`src/rtl/fp8_exp2_int.sv`:
```
// fp8_exp2_int: streaming 2^floor(x) for E4M3 FP8 operands, two-stage valid/ready pipeline.
// Define FP8_EXP2_FLAGS_EN to add the {invalid, overflow, underflow, inexact} out_flags port.
module fp8_exp2_int #(
    parameter bit UNDERFLOW_MIN = 1'b0
) (
    input  logic       clk,
    input  logic       rst,
    input  logic       in_valid,
    output logic       in_ready,
    input  logic [7:0] in_data,
    output logic       out_valid,
    input  logic       out_ready,
    output logic [7:0] out_data
`ifdef FP8_EXP2_FLAGS_EN
    ,
    output logic [3:0] out_flags
`endif
);

    localparam int unsigned DATA_W = 8;
    localparam int unsigned EXP_W  = 4;
    localparam int unsigned MAN_W  = 3;
    localparam int unsigned MAG_W  = 5;
    localparam int unsigned INT_W  = 6;
`ifdef FP8_EXP2_FLAGS_EN
    localparam int unsigned FLAG_W = 4;
`endif

    localparam logic [DATA_W-1:0] NAN_OUT = 8'h7F;
    localparam logic [DATA_W-1:0] MAX_OUT = 8'h7E;

    // Decoded operand carried from stage 1 to stage 2
    typedef struct packed {
        logic                    nan;
        logic                    sign;
        logic                    frac;
        logic signed [INT_W-1:0] trunc;
    } dec_t;

    logic              s1_valid;
    logic              s2_valid;
    logic              s2_load;
    dec_t              s1_q;
    dec_t              dec_c;
    logic [EXP_W-1:0]  exp_f;
    logic [MAN_W-1:0]  man_f;
    logic [MAG_W-1:0]  mag;
    logic [1:0]        sh;
    logic signed [INT_W-1:0] n_c;
    logic [1:0]        sub_sh;
    logic [DATA_W-1:0] enc_data_c;
`ifdef FP8_EXP2_FLAGS_EN
    logic [FLAG_W-1:0] enc_flags_c;
`endif

    // Pipeline control: stage 2 frees when empty or drained; stage 1 rides behind it
    assign s2_load   = !s2_valid || out_ready;
    assign in_ready  = !rst && (!s1_valid || s2_load);
    assign out_valid = s2_valid;

    // Stage 1: integer part truncated toward zero, clamped to [-16, 15]
    always_comb begin
        exp_f = in_data[6:3];
        man_f = in_data[2:0];
        mag   = '0;
        sh    = '0;
        dec_c = '0;

        dec_c.sign = in_data[7];
        dec_c.nan  = (exp_f == 4'hF) && (man_f == 3'h7);

        if (exp_f == 4'd0) begin
            dec_c.frac = |man_f;
        end else if (exp_f < 4'd7) begin
            dec_c.frac = 1'b1;
        end else if (exp_f < 4'd11) begin
            sh         = 2'(exp_f - 4'd7);
            mag        = {1'b0, {1'b1, man_f} >> (2'd3 - sh)};
            dec_c.frac = |(man_f & (3'b111 >> sh));
        end else begin
            mag = in_data[7] ? 5'd16 : 5'd15;
        end

        dec_c.trunc = in_data[7] ? -$signed({1'b0, mag}) : $signed({1'b0, mag});
    end

    // Stage 2: floor (negative fractions step down by one) then encode 2^n
    always_comb begin
        n_c        = s1_q.trunc - $signed({5'd0, s1_q.sign & s1_q.frac});
        sub_sh     = '0;
        enc_data_c = '0;
`ifdef FP8_EXP2_FLAGS_EN
        enc_flags_c = '0;
        enc_flags_c[0] = s1_q.frac;
`endif

        if (s1_q.nan) begin
            enc_data_c = NAN_OUT;
`ifdef FP8_EXP2_FLAGS_EN
            enc_flags_c = 4'b1000;
`endif
        end else if (n_c > 6'sd8) begin
            enc_data_c = MAX_OUT;
`ifdef FP8_EXP2_FLAGS_EN
            enc_flags_c[2] = 1'b1;
`endif
        end else if (n_c < -6'sd9) begin
            enc_data_c = {7'd0, UNDERFLOW_MIN};
`ifdef FP8_EXP2_FLAGS_EN
            enc_flags_c[1] = 1'b1;
`endif
        end else if (n_c < -6'sd6) begin
            sub_sh     = 2'(n_c + 6'sd9);
            enc_data_c = {5'd0, 3'b001 << sub_sh};
        end else begin
            enc_data_c = {1'b0, 4'(n_c + 6'sd7), 3'b000};
        end
    end

    // Pipeline registers
    always_ff @(posedge clk) begin
        if (rst) begin
            s1_valid <= 1'b0;
            s2_valid <= 1'b0;
            s1_q     <= '0;
            out_data <= '0;
`ifdef FP8_EXP2_FLAGS_EN
            out_flags <= '0;
`endif
        end else begin
            if (s2_load) begin
                s2_valid <= s1_valid;
                if (s1_valid) begin
                    out_data <= enc_data_c;
`ifdef FP8_EXP2_FLAGS_EN
                    out_flags <= enc_flags_c;
`endif
                end
            end
            if (in_ready) begin
                s1_valid <= in_valid;
                if (in_valid) begin
                    s1_q <= dec_c;
                end
            end
        end
    end

endmodule
```
`config.mk`:
```
export PLATFORM = sky130hd
export DESIGN_NAME = fp8_exp2_int
export DESIGN_NICKNAME = d
export VERILOG_FILES = /design/src/rtl/fp8_exp2_int.sv
export SDC_FILE = /design/constraint.sdc
export NUM_CORES = 1
export LEC_CHECK = 0
export CAP_MARGIN = 20
export CORE_MARGIN = 2
export CORE_UTILIZATION = 53
export DETAILED_ROUTE_END_ITERATION = 8
export GPL_TIMING_DRIVEN = 0
export PLACE_DENSITY = 0.79
export SLEW_MARGIN = 10
export SYNTH_ARGS = -nofsm -noshare
export SYNTH_HDL_FRONTEND = slang
export SYNTH_SLANG_ARGS = --single-unit
```
`constraint.sdc`:
```
create_clock -name clk -period 5.8 [get_ports clk]
set_input_delay 1.16 -clock clk [delete_from_list [all_inputs] [get_ports clk]]
set_output_delay 1.16 -clock clk [all_outputs]
set_load 0.01 [all_outputs]
```
==> impl_metrics.py, run 1 <==
metrics = {
    "run_status": {
        "outcome": "finished, final reports clean",
    },
    "synth": {
        "synth_edf_count": 0,
        "synth_fp_nets": 187,
        "ys_ff_latch": 18,
        "synth_cells": 164,
        "synthDistinctLibCells": 45,
        "synth-main-ff-cell": "dfxtp_1",
        "syn_area_mm2": 0.001345,
        "yosys_warnings": 0,
        "synthArstFlopShare": 0,
        "syn_area_per_cell_um2": 8.201,
        "yosysSeqAreaShare": 0.2679,
    },
    "cts": {
        "cts_tree": "built",
        "cts.sink_count": 18,
        "clock_path_buffers": 2,
        "cts_hold_buf": 0,
        "cts_setup_buffers": 0,
        "cts_made_buffers": 3,
        "htree_num_levels": 1,
        "root_buffer": "clkbuf_4",
        "clk_pin_slew_ns": 0.10,
        "cts_resized": 0,
        "clk_latency_ns": 0.30,
    },
    "sta": {
        "period_share": 0.6342,
        "fmax_ghz": 0.2719,
        "hold_viol": 0,
        "slew_viol_final": 0,
        "finalClockSkew_ns": 0.01273,
        "setup_viol": 0,
        "layout_min_cycle_time_ns": 3.678,
        "rsz0062_at_grt": "no",
        "tns_ns": 0,
    },
    "critical_path": {
        "critical_path_class": "in -> out",
        "end_kind": "output port",
        "cp.required_ns": 4.64,
        "path_max_fanout": 3,
        "crit_arrival_ns": 2.52,
        "r2r_setup_slack_ns": 3.48,
        "startpoint_type": "input pin",
    },
    "grt": {
        "grt_max_degree": 11,
        "grt_pass1_wl_um": 4795,
        "antenna_found_initial": 0,
        "gr-usage-met2": 0.3614,
        "busiest_layer": "met2",
        "grt_util_all_layers": 0.2228,
        "met1_usage": 0.2862,
        "grt_pass1_vias": 1102,
        "overflow": 0,
        "grt_util_met3": 0.04918,
    },
    "routing": {
        "detail_route.wirelength_um": 2870,
        "num_vias": 1245,
        "drt-wirelength-per-cell_um": 13.23,
        "via_per_inst": 5.737,
        "drc_errors": 0,
        "drt_iter0_drc": 21,
        "ant_nets": 0,
        "first_pass_iters": 4,
    },
    "place": {
        "placed_area_mm2": 0.001573,
        "hpwl_um": 2266,
        "globalplace.congestion": 0.8924,
        "portBuffers": 19,
    },
    "final_layout": {
        "final_common_cell": "clkdlybuf4s50_1",
        "finalInstanceArea_mm2": 0.001609,
        "syn2layout_area_growth_pct": 19.63,
        "seq_area_um2": 360.3,
        "nets": 211,
        "diodes": 0,
        "n_fill_cell": 195,
        "final_cell_mix": "clkdlybuf4s50_1 (19), dfxtp_1 (18), o21ai_0 (16)",
        "multiInputGateArea_um2": 898.4,
        "drive_above_1_share": 0.09626,
    },
    "floorplanning": {
        "die_y_um": 54.38,
        "start_util": 0.5530,
        "ios": 22,
        "die_w_um": 54.38,
        "rows": 18,
        "core_mm2": 0.002432,
        "dieArea_mm2": 0.002957,
    },
    "job": {
        "drv_cap": 0,
    },
    "pwr": {
        "ir_drop_mv": 0.1705,
        "p_per_area_mw_per_mm2": 197.0,
        "p_leak_nw": 0.6541,
    },
    "worst_hold_path": {
        "hp-class": "reg -> reg",
    },
}
==> power by group <==
group	internal (mW)	switching (mW)	total, mW
registers	0.132	0.00594	0.138
logic	0.0467	0.0532	0.0999
clock network	0.0383	0.0405	0.0788
==> worst max-delay path: stages <==
cell and delay (ns):
clkdlybuf4s50_1 0.46, and3b_1 0.18, nor2_1 0.15, clkdlybuf4s50_1 0.57
==> kinds of logic (layout without fill, tap and decap cells) <==
| logic type | Yosys count | after routing | share of synthesized area |
|---|---|---|---|
| buf+inv | 19 | 42 | 0.06418 |
| xor+xnor | 8 | 8 | 0.05768 |
| simple gates | 55 | 55 | 0.2447 |
| other cells | 1 | 1 | 0.002788 |
| flops | 18 | 18 | 0.2679 |
| mux | 2 | 2 | 0.01860 |
| compound gates | 50 | 50 | 0.2419 |
| fa+ha+maj | 11 | 11 | 0.1023 |
==> per-stage QoR <==
stage,hold WS [ns],setup WS [ns],utilization,cells,power (mW)
global route,0.4986,2.044,0.6615,217,0.3363
global placement,0.4411,2.131,0.6466,213,0.2369
finish,0.4744,2.122,0.6615,217,0.3170
CTS,0.4815,2.118,0.6615,217,0.3189
floorplan,0.4244,3.103,-,164,0.2072
detailed placement,0.4606,2.127,0.6466,213,0.2400
==> cell type report <==
| type | instances | share of cell area |
|---|---|---|
| timing repair buffer | 19 | 0.1182 |
| buffer | 7 | 0.02566 |
| sequential | 18 | 0.2240 |
| clock buffer | 4 | 0.02255 |
| tap | 30 | 0.02333 |
| multi-input combinational | 127 | 0.5583 |
| inverter | 12 | 0.02799 |
==> metal layers <==
metal,wire length [um],vias up
li1,-,628
met1,1365,582
met2,1331,31
met3,131,4
met4,42,0
met5,0,-
==> synthesized netlist by cell type, types with 2 or more instances <==
library cell	number	area, um2
dfxtp_1	18	360.4
o21ai_0	16	80.08
a21oi_1	14	70.07
inv_1	12	45.04
ha_1	11	137.6
nor2_1	11	41.29
nand2_1	9	33.78
nand3_1	7	35.03
xnor2_1	6	52.55
a31oi_1	4	25.02
nand2b_1	4	25.02
nor2b_1	4	25.02
and2_1	3	18.77
clkbuf_1	3	11.26
nand4_1	3	18.77
nor3_1	3	15.01
o21a_1	3	22.52
o31ai_1	3	22.52
buf_4	2	15.01
nor3b_4	2	37.54
or2_1	2	12.51
==> final timing paths <==
| kind | depth (start not counted) | to | start |
|---|---|---|---|
| worst min register to register | 2 | out_valid | s1_valid |
| worst max register to register | 9 | out_data[3] | s1_q[7] |
| worst max-delay path | 4 | in_ready | out_ready |
| worst min-delay path | 2 | out_valid | s1_valid |
==> sequential cells by signal (all words and copies together) (netlist names) <==
name,cells
out_data,7
s1_valid,1
out_valid,1
s1_q,9
Power figures use the tool's default switching activity.
==> run 2: changes to the inputs <==
clock period = 3.49 ns   (was 5.8 ns; I/O delays follow)
==> results of run 2 <==
The final DEF is identical to that of run 1. Status: finished, final reports clean.
Main changes from that run: setup slack after placement 2.127 ns -> 0.3087 ns; clock-pin slew on the worst setup and hold paths 0.10 ns -> 0.11 ns; setup slack after layout 2.122 ns -> 0.6307 ns; start point of the critical path out_ready -> in_data[3]; end point of the critical path in_ready -> s1_q[1]; register-to-register setup slack 3.48 ns -> 1.17 ns; total power 0.3170 mW -> 0.5269 mW; worst IR drop on VDD 0.1705 mV -> 0.2833 mV
